[src/rtl/life_shift_store.sv]
// life_shift_store: board storage for a bit-serial Game of Life engine.
// The board is a circular shift register. In RUN it rotates one cell per
// cycle while the neighbour pipeline writes next-generation values back at
// WB_POS. In CLEAR it shifts zeros in for one full rotation. In IDLE the
// board is aligned (pos == 0) and the cell under the cursor can be toggled.
//
// Ports:
//   clk, reset          clock, synchronous active-high reset
//   run                 request continuous generation stepping
//   key_flip            edit key; toggles the cursor cell on its falling edge
//   key_clear           request board clear
//   cursor_x, cursor_y  edit cursor
//   pipe_in             next-generation value from the neighbour pipeline
//   board               registered board, bit y*X+x is cell (x,y)
//   cell_out            board[0], feeds the neighbour pipeline
//   pos                 rotation position within the current generation
//   gen_count           completed generations
//   gen_done            one-cycle pulse after a generation completes
//   busy                state is not IDLE
//   key_flip_d          key_flip delayed one cycle
module life_shift_store #(
  parameter int unsigned X      = 8,
  parameter int unsigned Y      = 8,
  parameter int unsigned LOG2X  = 3,
  parameter int unsigned LOG2Y  = 3,
  parameter int unsigned WB_POS = X * Y - X - 3,
  parameter int unsigned GEN_W  = 16,
  localparam int unsigned N     = X * Y,
  localparam int unsigned PosW  = (N > 1) ? $clog2(N) : 1
) (
  input  logic             clk,
  input  logic             reset,
  input  logic             run,
  input  logic             key_flip,
  input  logic             key_clear,
  input  logic [LOG2X-1:0] cursor_x,
  input  logic [LOG2Y-1:0] cursor_y,
  input  logic             pipe_in,
  output logic [N-1:0]     board,
  output logic             cell_out,
  output logic [PosW-1:0]  pos,
  output logic [GEN_W-1:0] gen_count,
  output logic             gen_done,
  output logic             busy,
  output logic             key_flip_d
);

  localparam logic [PosW-1:0] PosMax = PosW'(N - 1);

  typedef enum logic [1:0] {StIdle, StRun, StClear} state_e;

  state_e           state_q, state_d;
  logic [N-1:0]     board_q, board_d;
  logic [PosW-1:0]  pos_q, pos_d;
  logic [GEN_W-1:0] gen_count_q, gen_count_d;
  logic             gen_done_q, gen_done_d;
  logic             kf_dly_q, kf_dly_d;

  logic [31:0]      cx_ext, cy_ext, cell_idx;
  logic             edit_hit;
  logic [N-1:0]     edit_mask;
  logic             pos_wrap;
  logic [PosW-1:0]  pos_nxt;

  // Edit decode: falling edge of key_flip with the cursor inside the board.
  assign cx_ext    = 32'(cursor_x);
  assign cy_ext    = 32'(cursor_y);
  assign cell_idx  = cy_ext * X + cx_ext;
  assign edit_hit  = kf_dly_q && !key_flip && (cx_ext < X) && (cy_ext < Y);
  assign edit_mask = {{(N - 1){1'b0}}, 1'b1} << cell_idx;

  assign pos_wrap = (pos_q == PosMax);
  assign pos_nxt  = pos_wrap ? '0 : pos_q + 1'b1;

  always_comb begin
    state_d     = state_q;
    board_d     = board_q;
    pos_d       = pos_q;
    gen_count_d = gen_count_q;
    gen_done_d  = 1'b0;
    kf_dly_d    = key_flip;
    case (state_q)
      StIdle: begin
        if (edit_hit) begin
          board_d = board_q ^ edit_mask;
        end
        // Clear wins over run when both are requested.
        if (key_clear) begin
          state_d = StClear;
        end else if (run) begin
          state_d = StRun;
        end
      end
      StRun: begin
        board_d         = {board_q[0], board_q[N-1:1]};
        board_d[WB_POS] = pipe_in;
        pos_d           = pos_nxt;
        if (pos_wrap) begin
          gen_count_d = gen_count_q + 1'b1;
          gen_done_d  = 1'b1;
          // Only leave at a generation boundary so the board stays aligned.
          if (!run) begin
            state_d = StIdle;
          end
        end
      end
      StClear: begin
        board_d = {1'b0, board_q[N-1:1]};
        pos_d   = pos_nxt;
        if (pos_wrap) begin
          state_d = StIdle;
        end
      end
      default: state_d = StIdle;
    endcase
  end

  always_ff @(posedge clk) begin
    if (reset) begin
      state_q     <= StIdle;
      board_q     <= '0;
      pos_q       <= '0;
      gen_count_q <= '0;
      gen_done_q  <= 1'b0;
      kf_dly_q    <= 1'b0;
    end else begin
      state_q     <= state_d;
      board_q     <= board_d;
      pos_q       <= pos_d;
      gen_count_q <= gen_count_d;
      gen_done_q  <= gen_done_d;
      kf_dly_q    <= kf_dly_d;
    end
  end

  assign board      = board_q;
  assign cell_out   = board_q[0];
  assign pos        = pos_q;
  assign gen_count  = gen_count_q;
  assign gen_done   = gen_done_q;
  assign busy       = (state_q != StIdle);
  assign key_flip_d = kf_dly_q;

endmodule

[config.mk]
export PLATFORM = sky130hd
export DESIGN_NAME = life_shift_store
export DESIGN_NICKNAME = d
export VERILOG_FILES = /design/src/rtl/life_shift_store.sv
export SDC_FILE = /design/constraint.sdc
export NUM_CORES = 1
export LEC_CHECK = 0
export ABC_AREA = 0
export ABC_CLOCK_PERIOD_IN_PS = 3100
export CORE_MARGIN = 2
export CORE_UTILIZATION = 35
export CTS_CLUSTER_DIAMETER = 150
export DETAILED_ROUTE_END_ITERATION = 7
export PLACE_DENSITY = 0.57
export SLEW_MARGIN = 10
export SYNTH_ARGS = -nofsm -noshare
export SYNTH_HDL_FRONTEND = slang
export SYNTH_SLANG_ARGS = --single-unit
[constraint.sdc]
create_clock -name clk -period 3.1 [get_ports clk]
set_clock_uncertainty 0.15 [all_clocks]
set_input_delay 0.93 -clock clk [delete_from_list [all_inputs] [get_ports clk]]
set_output_delay 0.93 -clock clk [all_outputs]
set_load 0.02 [all_outputs]
==> results.ini, run 1 <==
[status]
status = completed

[critical_path]
cpPeakStageDelay_ps = 610
startpoint = state_q[0]$_SDFFE_PP0P_
cp.depth = 4
crit_slowest_cell = clkdlybuf4s50_1
reg2reg_from = state_q[0]$_SDFFE_PP0P_
critPathRequiredTime_ps = 2020
crit_top_cell = inv_1
path_cells = inv_1, ha_1, inv_1, clkdlybuf4s50_1
start_kind = flip-flop
crit_type = reg2out
crit_arrival_ps = 1680
crit_family = buffers and inverters
ff2ff_setup_slack_ps = 540
path_buf_inv = 3
reg2regPathDepth = 6
worst-path-max-fanout = 3
cp-endpoint = busy
r2r_end = board[21]$_SDFFE_PP0P_
end_kind = primary output

[drt]
vias = 5641
vias_per_cell = 5.96
finalWirelength_um = 18500
drtPass1Iterations = 5
avgRoutedWirePerCell_um = 19.5
final_antenna_net_count = 0
drc_errors = 0
drtIter0Drc = 670

[clocking]
root_buffer = clkbuf_16
clock_latency_ps = 360
cts_resized = 0
ctsHoldBuffers = 0
clk_path_buf_depth = 2
ctsHtreeMaxLevel = 3
numCtsBuffers = 9
cts.sinks = 90
cts_tree = done
path_clk_slew_ps = 70
postCtsSetupRepairBufs = 0

[power]
p_switching_w = 0.00146
p_seq_frac = 0.328
vdd.ir_drop.worst_mv = 0.354
p_leak_nw = 2.14
combPwrFrac = 0.378
switching_share = 0.393
clockPowerShare = 0.294
p_int_w = 0.00225
powerDensity_nw_per_um2 = 550

[logic_synthesis]
yosys-top-cells-area = dfxtp_1 36%, a21oi_1 11%, o21ai_0 7.4%
async_reset_ff_frac = 0
synth_top_family_by_area = compound AO/OA/AOI/OAI gates
yosysWarnings = 0
synth_cell_types = 58
synthAdderAreaFrac = 0.0124
synth-xor-area-share = 0.0209
seq_area_frac_synth = 0.358
synth-compound-area-share = 0.292
synth-edff-count = 0
yosysTopAreaCell = dfxtp_1
synthCells = 659
yosys.area.top_type_share = 0.358
avgSynthCellArea_um2 = 7.63
synth_nets = 676
synth_area_um2 = 5030
ys.flop_type = dfxtp_1
synth-seq-cells = 90
synthSimpleGateAreaFrac = 0.254
synth_mux_area_frac = 0.00647

[cells_and_area]
finalNetCount = 779
fin_area_um2 = 6750
layout-drive-gt1-share = 0.103
final_cell_mix = 108 x a21oi_1, 100 x clkdlybuf4s50_1, 90 x dfxtp_1
synthToLayoutAreaGrowth_pct = 34.2
n_antenna_cell = 0
final_common_cell = a21oi_1
final_cells = 947

[floorplan]
initial_core_util = 0.361
dieHeight_um = 124
num_rows = 43
io_pins = 102
core_um2 = 13900
die_w_um = 124
fp.dieArea_um2 = 15300

[place]
routabilityCongestion = 0.873
dp_hpwl_um = 13100
dpl.cell_count = 931
portBuffers = 101
place_area_um2 = 6460

[sta]
fin_crit_ps = 2760
slew_violations = 0
slew_headroom = 0.659
tightest_slew_ps = 505
fmax_mhz = 362
period_share = 0.890
worst_hold_slack_ps = 352
rsz0062_at_grt = no
finalSetupViolations = 0
tns_ps = 0
final_hold_viol_count = 0

[global_routing]
grt_pass1_wl_um = 29100
grt_pass1_vias = 5301
grt-ovfl-total = 0
antenna_found_initial = 0
grtUsageTotal = 0.248
grt_start_max_net_pins = 49

[run]
drv_cap = 0

[hold_path]
holdCritPathClass = reg2reg
hold_depth = 2

[cells by family after synthesis]
group / after synthesis
compound gates: 255
xor+xnor: 12
fa+ha+maj: 5
buf+inv: 72
flops: 90
mux: 3
simple gates: 222
[sequential cells by signal, summed over array words and instances (netlist names)]
signal	count
gen_done	1
pos	6
key_flip_d	1
gen_count	16
state_q	2
board	64
[power groups by stage]
stage          clock network, W  registers [W]  logic (W)
3_3_place_gp                  0        0.00124    0.00137
5_1_grt                 0.00116        0.00122    0.00153
2_1_floorplan                 0        0.00126   0.000836
4_1_cts                 0.00111        0.00122    0.00139
6_report                0.00109        0.00122    0.00141
3_5_place_dp                  0        0.00124    0.00138
[metrics by stage]
stage          worst slack, ps  utilization  power [W]
2_1_floorplan              641            -    0.00209
3_5_place_dp              47.2        0.464    0.00263
4_1_cts                    315        0.484    0.00372
6_report                   340        0.484    0.00371
5_1_grt                    252        0.484    0.00391
3_3_place_gp               102        0.464    0.00262
[how the worst min path moves through the flow]
stage | start | endpoint
floorplan | gen_count[15]$_SDFFE_PP0P_ | gen_count[15]$_SDFFE_PP0P_
global placement | gen_count[15]$_SDFFE_PP0P_ | gen_count[15]$_SDFFE_PP0P_
detailed placement | gen_count[15]$_SDFFE_PP0P_ | gen_count[15]$_SDFFE_PP0P_
CTS | gen_count[15]$_SDFFE_PP0P_ | gen_count[15]$_SDFFE_PP0P_
global route | gen_count[15]$_SDFFE_PP0P_ | gen_count[15]$_SDFFE_PP0P_
finish | gen_count[15]$_SDFFE_PP0P_ | gen_count[15]$_SDFFE_PP0P_
[routing by layer]
layer  up-vias  wire (um)  share of wire  GRT usage
li1       2664          -              -          -
met1      2710       8270           0.45      0.341
met2       240       8390           0.45      0.389
met3        27       1370          0.074     0.0380
met4         0        440          0.024     0.0973
met5         -          0              0          0
[area by class of cell]
cell class | count | area [um^2]
Clock buffer | 11 | 253
Clock inverter | 5 | 37.5
Fill cell | 1385 | 7190
Inverter | 13 | 48.8
Multi-Input combinational cell | 497 | 2950
Sequential cell | 90 | 1800
Tap cell | 180 | 225
Timing Repair Buffer | 151 | 1430
[synthesized netlist by cell type (all sizes together), types with 5 or more instances]
| cell type | number |
|---|---|
| a21oi | 108 |
| a22oi | 19 |
| a31oi | 6 |
| buf | 8 |
| clkbuf | 51 |
| dfxtp | 90 |
| ha | 5 |
| inv | 13 |
| nand2 | 20 |
| nand3 | 11 |
| nand4 | 7 |
| nor2 | 44 |
| nor2b | 33 |
| nor3 | 30 |
| nor4 | 29 |
| o211ai | 18 |
| o21ai | 74 |
| or3 | 7 |
| xnor2 | 10 |
[worst reg2reg max path: stages, from the launching register on]
cell and delay, ps:
dfxtp_1 330, inv_1 80, ha_1 540, nor2b_1 430, nor2_1 150, or2_2 520
o21ai_0 270
No activity file was read; power rests on OpenSTA's default activity.
==> inputs of run 2 (changes only) <==
Settings changed: ABC_CLOCK_PERIOD_IN_PS 3100 to default.
==> results of run 2 <==
Final layout, timing and power as in run 1 (identical DEF).
==> inputs of run 3 (changes only) <==
Settings changed: MAX_ROUTING_LAYER from default to met4.
==> run 3 against run 2 <==
Effect of this change:
- worst hold slack worse by 6.8 ps
- power is 3.4% higher
- global-route usage rose by 0.48 points
- critical path type unchanged
- largest power group unchanged
- highest routed layer unchanged
==> results.ini, run 3 (same netlist as run 1, synthesis figures left out) <==
[hold_path]
hold_depth = 2  ; unchanged
hold_path_end = gen_count[15]$_SDFFE_PP0P_
holdCritPathClass = reg2reg
hp-start = gen_count[15]$_SDFFE_PP0P_

[place]
dp_slack_ps = 74.9  ; +27.7 ps
portBuffers = 101  ; unchanged
place_area_um2 = 6440  ; -0.23%
routabilityCongestion = 0.894  ; +2.3%
dp_hpwl_um = 13000  ; -0.46%

[sta]
slew_headroom = 0.658  ; about the same
period_share = 0.878  ; -0.0122
final_hold_viol_count = 0  ; unchanged
rsz0062_at_grt = no
finalSetupViolations = 0  ; unchanged
tns_ps = 0  ; unchanged
worst_hold_slack_ps = 345  ; -6.78 ps
fin_crit_ps = 2720  ; -37.7 ps
tightest_slew_ps = 513  ; +7.74 ps
fin_ws_ps = 378  ; +37.7 ps
slew_violations = 0  ; unchanged
fmax_mhz = 367  ; +1.4%

[cells_and_area]
n_antenna_cell = 0  ; unchanged
finalNetCount = 777  ; -0.26%
largest_register_ff_count = 64  ; unchanged
fin_area_um2 = 6770  ; +0.37%
final_cell_mix = 108 x a21oi_1, 100 x clkdlybuf4s50_1, 90 x dfxtp_1
final_common_cell = a21oi_1
synthToLayoutAreaGrowth_pct = 34.7
layout-drive-gt1-share = 0.0993  ; -0.00365
final_core_util = 0.486  ; +0.00179

[floorplan]
io_pins = 102  ; unchanged
dieHeight_um = 124  ; unchanged
core_um2 = 13900  ; unchanged
num_rows = 43  ; unchanged
fp.dieArea_um2 = 15300  ; unchanged
die_w_um = 124  ; unchanged
initial_core_util = 0.361  ; unchanged

[global_routing]
use_met3 = 0.0444  ; +0.00641
grtUsageTotal = 0.253  ; +0.00481
grt_pass1_wl_um = 28800  ; -0.78%
grt_use_met1 = 0.336  ; -0.00556
grt_use_met2 = 0.384  ; -0.00446
antenna_found_initial = 0  ; unchanged
grt_pass1_vias = 5393  ; +1.7%
grt_start_max_net_pins = 48  ; -2.0%
top_usage_layer = met2
grt-ovfl-total = 0  ; unchanged

[drt]
final_antenna_net_count = 0  ; unchanged
vias_per_cell = 5.94  ; -0.30%
finalWirelength_um = 18600  ; +0.46%
avgRoutedWirePerCell_um = 19.6  ; +0.67%
drtIter0Drc = 508  ; -24%
drc_errors = 0  ; unchanged
drtPass1Iterations = 5  ; unchanged
vias = 5612  ; -0.51%

[clocking]
postCtsSetupRepairBufs = 0  ; unchanged
clock_latency_ps = 350  ; about the same
cts_resized = 0  ; unchanged
numCtsBuffers = 9  ; unchanged
path_clk_slew_ps = 70  ; about the same
root_buffer = clkbuf_16
cts.sinks = 90  ; unchanged
ctsHtreeMaxLevel = 3  ; unchanged
ctsHoldBuffers = 0  ; unchanged
clk_path_buf_depth = 2  ; unchanged
cts_tree = done

[critical_path]
crit_arrival_ps = 1640  ; -40 ps
ff2ff_setup_slack_ps = 500  ; -40 ps
end_kind = primary output
crit_top_cell = inv_1
path_buf_inv = 3  ; unchanged
reg2regPathDepth = 6  ; unchanged
r2r_end = board[26]$_SDFFE_PP0P_
start_kind = flip-flop
crit_type = reg2out
crit_family = buffers and inverters
cpPeakStageDelay_ps = 610  ; about the same
path_cells = inv_1, ha_1, inv_1, clkdlybuf4s50_1
critPathRequiredTime_ps = 2020  ; about the same
reg2reg_from = state_q[0]$_SDFFE_PP0P_
worst-path-max-fanout = 3  ; unchanged
crit_slowest_cell = clkdlybuf4s50_1

[run]
drv_cap = 0  ; unchanged

[power]
p_leak_nw = 2.15  ; +0.44%
powerDensity_nw_per_um2 = 567  ; +3.0%
vdd.ir_drop.worst_mv = 0.303  ; -14%

[status]
status = completed

==> run 3: changes by cell type in the layout (fill, tap and decap cells not counted) <==
cell        delta
clkinv_2       -1
inv_8          -1
clkinvlp_4     -1
buf_4          -2
clkbuf_1       +1
bufinv_16      +2
==> run 3: power by group <==
group | switching, W | internal, W
Clock | 0.000478 | 0.000751
Sequential | 0.0000324 | 0.00119
Combinational | 0.000931 | 0.000462
==> run 3: final cells by class <==
class | count | area [um^2]
Fill cell | 1377 | 7160
Multi-Input combinational cell | 497 | 2950
Sequential cell | 90 | 1800
Timing Repair Buffer | 149 | 1420
Clock buffer | 12 | 256
Tap cell | 180 | 225
Clock inverter | 4 | 73.8
Inverter | 13 | 48.8
==> run 3: routing by layer <==
metal / wire length (um) / share of wire / vias up
met4: 434 / 0.023 / 0
met1: 8430 / 0.45 / 2684
met2: 8470 / 0.46 / 248
li1: - / - / 2645
met5: 0 / 0 / -
met3: 1220 / 0.066 / 35
==> run 3: worst max-delay path by stage <==
| stage | start | depth (start not counted) | endpoint |
|---|---|---|---|
| 2_1_floorplan | key_flip | 7 | board[18]$_SDFFE_PP0P_ |
| 3_3_place_gp | cursor_x[0] | 5 | board[24]$_SDFFE_PP0P_ |
| 3_5_place_dp | cursor_x[0] | 6 | board[49]$_SDFFE_PP0P_ |
| 4_1_cts | state_q[0]$_SDFFE_PP0P_ | 4 | busy |
| 5_1_grt | cursor_x[0] | 6 | board[49]$_SDFFE_PP0P_ |
| 6_report | state_q[0]$_SDFFE_PP0P_ | 4 | busy |
==> run 3: worst min-delay path: stages (launching register included) <==
cell	delay (ps)
dfxtp_1	330
o31ai_1	60
a21oi_1	60
==> run 3: stage by stage <==
stage,instances,total power [W]
2_1_floorplan,659,0.00209
3_3_place_gp,929,0.00260
3_5_place_dp,929,0.00261
4_1_cts,945,0.00384
5_1_grt,945,0.00402
6_report,945,0.00384
